[src/rtl/decode_cycle.sv]
// RV32I decode stage: instruction decode, 32x32 register file, load-use detection, D->E register.
// Define REGFILE_BYPASS_EN for write-through of a same-cycle W-stage write to the read ports.
module decode_cycle #(
  parameter logic [31:0] REG_INIT = 32'h0000_0000,
  parameter logic [31:0] SP_INIT  = 32'h0000_0000
) (
  input  logic        clk,
  input  logic        rst,
  input  logic [31:0] instr_d,
  input  logic [31:0] pc_d,
  input  logic [31:0] pc_plus4_d,
  input  logic        reg_write_w,
  input  logic [4:0]  rd_w,
  input  logic [31:0] result_w,
  input  logic        flush_e,
  output logic        jal_d,
  output logic        jalr_d,
  output logic        branch_d,
  output logic        load_stall_d,
  output logic        reg_write_e,
  output logic        mem_read_e,
  output logic        mem_write_e,
  output logic        jal_e,
  output logic        jalr_e,
  output logic        branch_e,
  output logic        illegal_e,
  output logic [1:0]  result_src_e,
  output logic [1:0]  alu_src_a_e,
  output logic        alu_src_b_e,
  output logic [3:0]  alu_ctrl_e,
  output logic [2:0]  funct3_e,
  output logic [31:0] rd1_e,
  output logic [31:0] rd2_e,
  output logic [31:0] imm_e,
  output logic [31:0] pc_e,
  output logic [31:0] pc_plus4_e,
  output logic [4:0]  rs1_e,
  output logic [4:0]  rs2_e,
  output logic [4:0]  rd_e
);

  typedef enum logic [6:0] {
    OP_LUI    = 7'b0110111,
    OP_AUIPC  = 7'b0010111,
    OP_JAL    = 7'b1101111,
    OP_JALR   = 7'b1100111,
    OP_BRANCH = 7'b1100011,
    OP_LOAD   = 7'b0000011,
    OP_STORE  = 7'b0100011,
    OP_IMM    = 7'b0010011,
    OP_OP     = 7'b0110011
  } opcode_t;

  logic [6:0]  opc;
  logic [2:0]  funct3;
  logic        f7b5;
  logic [4:0]  rs1, rs2, rd;

  assign opc    = instr_d[6:0];
  assign funct3 = instr_d[14:12];
  assign f7b5   = instr_d[30];
  assign rs1    = instr_d[19:15];
  assign rs2    = instr_d[24:20];
  assign rd     = instr_d[11:7];

  logic        cRegWrite, cMemRead, cMemWrite, cJal, cJalr, cBranch, cIllegal;
  logic [1:0]  cResultSrc, cSrcA;
  logic        cSrcB;
  logic [3:0]  cAluCtrl;
  logic [31:0] imm;
  logic        usesRs1, usesRs2;

  always_comb begin
    cRegWrite  = 1'b0;
    cMemRead   = 1'b0;
    cMemWrite  = 1'b0;
    cJal       = 1'b0;
    cJalr      = 1'b0;
    cBranch    = 1'b0;
    cIllegal   = 1'b0;
    cResultSrc = 2'b00;
    cSrcA      = 2'b00;
    cSrcB      = 1'b0;
    cAluCtrl   = 4'b0000;
    imm        = '0;
    usesRs1    = 1'b1;
    usesRs2    = 1'b0;
    case (opc)
      OP_LUI: begin
        cRegWrite = 1'b1; cSrcA = 2'b10; cSrcB = 1'b1; usesRs1 = 1'b0;
        imm = {instr_d[31:12], 12'b0};
      end
      OP_AUIPC: begin
        cRegWrite = 1'b1; cSrcA = 2'b01; cSrcB = 1'b1; usesRs1 = 1'b0;
        imm = {instr_d[31:12], 12'b0};
      end
      OP_JAL: begin
        cRegWrite = 1'b1; cJal = 1'b1; cResultSrc = 2'b10; cSrcA = 2'b01; cSrcB = 1'b1;
        usesRs1 = 1'b0;
        imm = {{12{instr_d[31]}}, instr_d[19:12], instr_d[20], instr_d[30:21], 1'b0};
      end
      OP_JALR: begin
        cRegWrite = 1'b1; cJalr = 1'b1; cResultSrc = 2'b10; cSrcB = 1'b1;
        imm = {{20{instr_d[31]}}, instr_d[31:20]};
      end
      OP_BRANCH: begin
        cBranch = 1'b1; usesRs2 = 1'b1;
        imm = {{20{instr_d[31]}}, instr_d[7], instr_d[30:25], instr_d[11:8], 1'b0};
      end
      OP_LOAD: begin
        cRegWrite = 1'b1; cMemRead = 1'b1; cResultSrc = 2'b01; cSrcB = 1'b1;
        imm = {{20{instr_d[31]}}, instr_d[31:20]};
      end
      OP_STORE: begin
        cMemWrite = 1'b1; cSrcB = 1'b1; usesRs2 = 1'b1;
        imm = {{20{instr_d[31]}}, instr_d[31:25], instr_d[11:7]};
      end
      OP_IMM: begin
        cRegWrite = 1'b1; cSrcB = 1'b1;
        // Only the shift-right group uses funct7[5]; elsewhere bit 30 is immediate data
        cAluCtrl = {(funct3 == 3'b101) & f7b5, funct3};
        imm = {{20{instr_d[31]}}, instr_d[31:20]};
      end
      OP_OP: begin
        cRegWrite = 1'b1; usesRs2 = 1'b1;
        cAluCtrl = {f7b5, funct3};
      end
      default: cIllegal = (instr_d != 32'h0);
    endcase
  end

  assign jal_d    = (opc == OP_JAL);
  assign jalr_d   = (opc == OP_JALR);
  assign branch_d = (opc == OP_BRANCH);

  assign load_stall_d = mem_read_e && (rd_e != 5'd0) &&
                        ((usesRs1 && (rs1 == rd_e)) || (usesRs2 && (rs2 == rd_e)));

  logic [31:0] regs [0:31];

  always_ff @(posedge clk or negedge rst) begin
    if (!rst) begin
      for (int unsigned i = 0; i < 32; i++)
        regs[i] <= (i == 0) ? '0 : ((i == 2) ? SP_INIT : REG_INIT);
    end else if (reg_write_w && (rd_w != 5'd0)) begin
      regs[rd_w] <= result_w;
    end
  end

  logic [31:0] rd1, rd2;

  always_comb begin
    rd1 = (rs1 == 5'd0) ? '0 : regs[rs1];
    rd2 = (rs2 == 5'd0) ? '0 : regs[rs2];
`ifdef REGFILE_BYPASS_EN
    if (reg_write_w && (rd_w != 5'd0) && (rd_w == rs1)) rd1 = result_w;
    if (reg_write_w && (rd_w != 5'd0) && (rd_w == rs2)) rd2 = result_w;
`endif
  end

  logic bubble;
  assign bubble = flush_e || load_stall_d;

  always_ff @(posedge clk or negedge rst) begin
    if (!rst) begin
      reg_write_e  <= 1'b0;
      mem_read_e   <= 1'b0;
      mem_write_e  <= 1'b0;
      jal_e        <= 1'b0;
      jalr_e       <= 1'b0;
      branch_e     <= 1'b0;
      illegal_e    <= 1'b0;
      result_src_e <= '0;
      alu_src_a_e  <= '0;
      alu_src_b_e  <= 1'b0;
      alu_ctrl_e   <= '0;
      funct3_e     <= '0;
      rd1_e        <= '0;
      rd2_e        <= '0;
      imm_e        <= '0;
      pc_e         <= '0;
      pc_plus4_e   <= '0;
      rs1_e        <= '0;
      rs2_e        <= '0;
      rd_e         <= '0;
    end else begin
      // Flush and stall share one bubble path: controls cleared, data fields still captured
      reg_write_e  <= bubble ? 1'b0  : cRegWrite;
      mem_read_e   <= bubble ? 1'b0  : cMemRead;
      mem_write_e  <= bubble ? 1'b0  : cMemWrite;
      jal_e        <= bubble ? 1'b0  : cJal;
      jalr_e       <= bubble ? 1'b0  : cJalr;
      branch_e     <= bubble ? 1'b0  : cBranch;
      illegal_e    <= bubble ? 1'b0  : cIllegal;
      result_src_e <= bubble ? 2'b00 : cResultSrc;
      alu_src_a_e  <= bubble ? 2'b00 : cSrcA;
      alu_src_b_e  <= bubble ? 1'b0  : cSrcB;
      alu_ctrl_e   <= bubble ? 4'b0  : cAluCtrl;
      funct3_e     <= funct3;
      rd1_e        <= rd1;
      rd2_e        <= rd2;
      imm_e        <= imm;
      pc_e         <= pc_d;
      pc_plus4_e   <= pc_plus4_d;
      rs1_e        <= rs1;
      rs2_e        <= rs2;
      rd_e         <= rd;
    end
  end

endmodule

[config.mk]
export PLATFORM = sky130hd
export DESIGN_NAME = decode_cycle
export DESIGN_NICKNAME = d
export VERILOG_FILES = /design/src/rtl/decode_cycle.sv
export SDC_FILE = /design/constraint.sdc
export NUM_CORES = 2
export LEC_CHECK = 0
export ABC_CLOCK_PERIOD_IN_PS = 4350
export CAP_MARGIN = 15
export CORE_MARGIN = 2
export CORE_UTILIZATION = 35
export CTS_CLUSTER_DIAMETER = 150
export DETAILED_ROUTE_END_ITERATION = 12
export PLACE_DENSITY = 0.49
export SLEW_MARGIN = 20
export SYNTH_ARGS = -nofsm -noshare
export SYNTH_HDL_FRONTEND = slang
export SYNTH_SLANG_ARGS = --single-unit
[constraint.sdc]
create_clock -name clk -period 4.35 [get_ports clk]
set_input_delay 0.6525 -clock clk [delete_from_list [all_inputs] [get_ports clk]]
set_output_delay 0.6525 -clock clk [all_outputs]
set_load 0.01 [all_outputs]
==> impl_metrics.csv <==
group,metric,value,unit
run_status,outcome,"finished, final reports clean",
placed_design,routabilityCongestion,0.809,
sta,fmax,267,MHz
final_layout,drive_above_1_share,0.428,
synth,synth.area.top_cells,"dfrtp_1 51%, mux2_2 19%, mux4_2 15%",
global_routing,use_met2,0.408,
clock_network,numClockSinks,1217,
clock_network,cts_max_level,4,
synth,yosysTopAreaCell,"dfrtp_1",
synth,ys_seq_area_frac,0.506,
route,wirelength,219000,µm
placed_design,io_buffers,334,
route,firstDrtPassIters,6,
sta,worstMarginPinSlew,1.20,ns
route,vias,38800,
worst_setup_path,cp-startpoint,"instr_d[3]",
worst_setup_path,rr_worst_depth,5,
synth,syn_nets,4192,
worst_hold_path,hold_end,"rs1_e[3]$_DFF_PN0_",
final_layout,fin_nets,4401,
route,via_per_inst,5.88,
worst_setup_path,path_max_fanout,12,
global_routing,track_usage,0.251,
worst_setup_path,reg2reg_slack,2.31,ns
synth,synth_top_cell_area_share,0.506,
worst_setup_path,path_class,"primary input to primary output",
power_and_ir_drop,leakagePower,0.0309,µW
sta,setup-violations-final,0,
sta,fin_setup_tns,0,ns
synth,synthCells,4055,
floorplanning,dieArea,0.175,mm²
global_routing,grt_pass1_vias,40200,
global_routing,antenna_found_initial,16,
route,antenna_left,0,
sta,min_period,3.74,ns
clock_network,tritoncts,"built",
worst_hold_path,hold_path_class,"primary input to register",
global_routing,grt-ovfl-total,0,
sta,maxSlewViolCount,0,
clock_network,clk_latency,0.80,ns
synth,ys.flop_type,"dfrtp_1",
sta,relSlewSlack,0.200,
final_layout,area_growth_syn_to_layout,17.6,%
floorplanning,core,0.171,mm²
worst_hold_path,hold_depth,1,
synth,ys_types,66,
synth,yosysWarnings,0,
global_routing,grt_util_met1,0.346,
clock_network,path_clk_slew,0.06,ns
worst_hold_path,hold_path.startpoint,"instr_d[18]",
sta,fin_crit_sh,0.860,
worst_setup_path,reg2reg_from,"rd_e[1]$_DFF_PN0_",
final_layout,fin_area,0.0708,mm²
synth,synthArstFlopShare,1.00,
synth,synth-seq-cells,1217,
clock_network,clockRootBuffer,"clkbuf_16",
power_and_ir_drop,peakVddDrop,0.427,mV
floorplanning,start_util,0.352,
floorplanning,io_pins,335,
route,drt_iter0_markers,2934,
sta,hold_violations,0,
worst_setup_path,cp-start-kind,"primary input",
synth,syn_area,0.0602,mm²
worst_setup_path,crit_arrival,3.09,ns
global_routing,grt_max_degree,114,
clock_network,cts_resized,0,
run,maxCapViolCount,0,
sta,skew,0.0297,ns
power_and_ir_drop,p_per_area,464,mW/mm²
floorplanning,die_x,419,µm
worst_setup_path,required,3.70,ns
global_routing,grt_pass1_wl,314000,µm
global_routing,gr-usage-met3,0.0400,
floorplanning,rows,152,
floorplanning,die_h,419,µm
route,drcViolationCount,0,
placed_design,dp_hpwl,130000,µm
synth,synth_edf_count,0,
clock_network,cts_made_buffers,143,
sta,rsz0062_at_grt,"no",
worst_setup_path,r2r_end,"reg_write_e$_DFF_PN0_",
global_routing,grt.busiest_layer,"met2",
placed_design,place_area,0.0662,mm²
route,wl_per_cell,33.1,µm
worst_setup_path,end_kind,"primary output",
clock_network,clockBufferDepth,3,
synth,syn_avg_cell_area,14.8,µm²
-- worst max-delay path by stage --
stage,endpoint,slack (ns),depth (start not counted)
floorplan,load_stall_d,1.77,6
global placement,regs[757]$_DFFE_PN0P_,0.45,5
detailed placement,regs[983]$_DFFE_PN0P_,0.60,5
CTS,load_stall_d,0.61,8
global route,load_stall_d,0.52,7
finish,load_stall_d,0.61,8
-- cell families after synthesis --
| logic type | share of synthesized area |
|---|---|
| and+or+nand+nor | 0.0256 |
| DFF | 0.506 |
| muxes | 0.376 |
| buffers and inverters | 0.0366 |
| xor gates and xnor gates | 0.00158 |
| AOI/OAI and AO/OA | 0.0541 |
-- routing by layer --
metal / up-vias / part of all wire
li1: 15900 / -
met3: 307 / 0.052
met5: - / 0
met4: 0 / 0.026
met2: 1274 / 0.48
met1: 21300 / 0.44
-- report_power, final --
group          switching [µW]  internal [µW]  leakage (µW)
Sequential               1400          13300        0.0155
Combinational            2590           3550        0.0131
Clock                    5030           6970       0.00226
Total                    9020          23800        0.0309
-- flip-flops by register name (all words and copies together) (netlist names), 2 cells and up --
register / count
rs2_e: 5
alu_src_a_e: 2
funct3_e: 3
imm_e: 32
regs: 1024
alu_ctrl_e: 4
pc_e: 32
result_src_e: 2
rd2_e: 32
rs1_e: 5
rd1_e: 32
pc_plus4_e: 32
rd_e: 5
-- layout by cell type, fill, tap and decap left out, drive strengths merged, types with 6 or more instances in the layout --
master and count:
a21o 42, and3 6, o21ai 15, buf 199, nor4 16, a22oi 74, mux2i 237, clkdlybuf4s50 298
nand2b 8, or3 6, a22o 31, mux2 1009, a211o 18, clkinv 22, nor3 38, a31oi 7
nand3b 6, o221ai 40, nand3 16, mux4 396, a21boi 14, inv 16, a21oi 74, a221oi 23
a211oi 40, and2 17, o22ai 55, nor2 53, xor2 7, clkbuf 220, nand2 74, o21a 6
nor2b 29, dfrtp 1217
-- synth_stat cells, drive strengths merged, types with 15 or more instances --
cell / count
a21oi: 74
mux4: 396
a211oi: 40
dfrtp: 1217
a22oi: 74
and2: 17
a221oi: 23
nor4: 16
a211o: 18
o22ai: 55
nand2: 74
nor2: 53
nor2b: 29
o221ai: 40
nor3: 38
mux2i: 237
buf: 235
a22o: 31
mux2: 1009
nand3: 16
o21ai: 15
a21o: 42
clkbuf: 200
-- worst max-delay path, cell delays in order --
cell and delay (ns):
clkdlybuf4s50_1 0.47, buf_4 0.19, or3b_1 0.19, a21oi_1 0.10, buf_4 0.19, or4_4 0.54, a21oi_2 0.20, clkdlybuf4s50_1 0.57
-- layout make-up --
cell class	instances	area (µm²)
Antenna cell	2	5.00
Clock buffer	219	4210
Clock inverter	35	399
Fill cell	15900	100000
Inverter	9	33.8
Multi-Input combinational cell	2394	27800
Sequential cell	1217	30500
Tap cell	2233	2790
Timing Repair Buffer	499	5070
-- what timing repair did --
action | CTS | global route
hold endpoints to repair | 99 | 0
hold buffers | 1 | 0
setup buffers | 0 | 0
-- through the flow --
step                      instances  total power (µW)  worst slack [ns]  utilization  hold WS, ns
after floorplan                4055             18600              1.77            -        0.357
after global placement         6351             20900             0.447        0.387        0.366
after detailed placement       6351             21000             0.601        0.387        0.363
after CTS                      6606             33100             0.611        0.414        0.108
after global routing           6608             34300             0.516        0.414        0.123
final                          6608             32800             0.608        0.414        0.147
(Power assumes the default switching activity.)
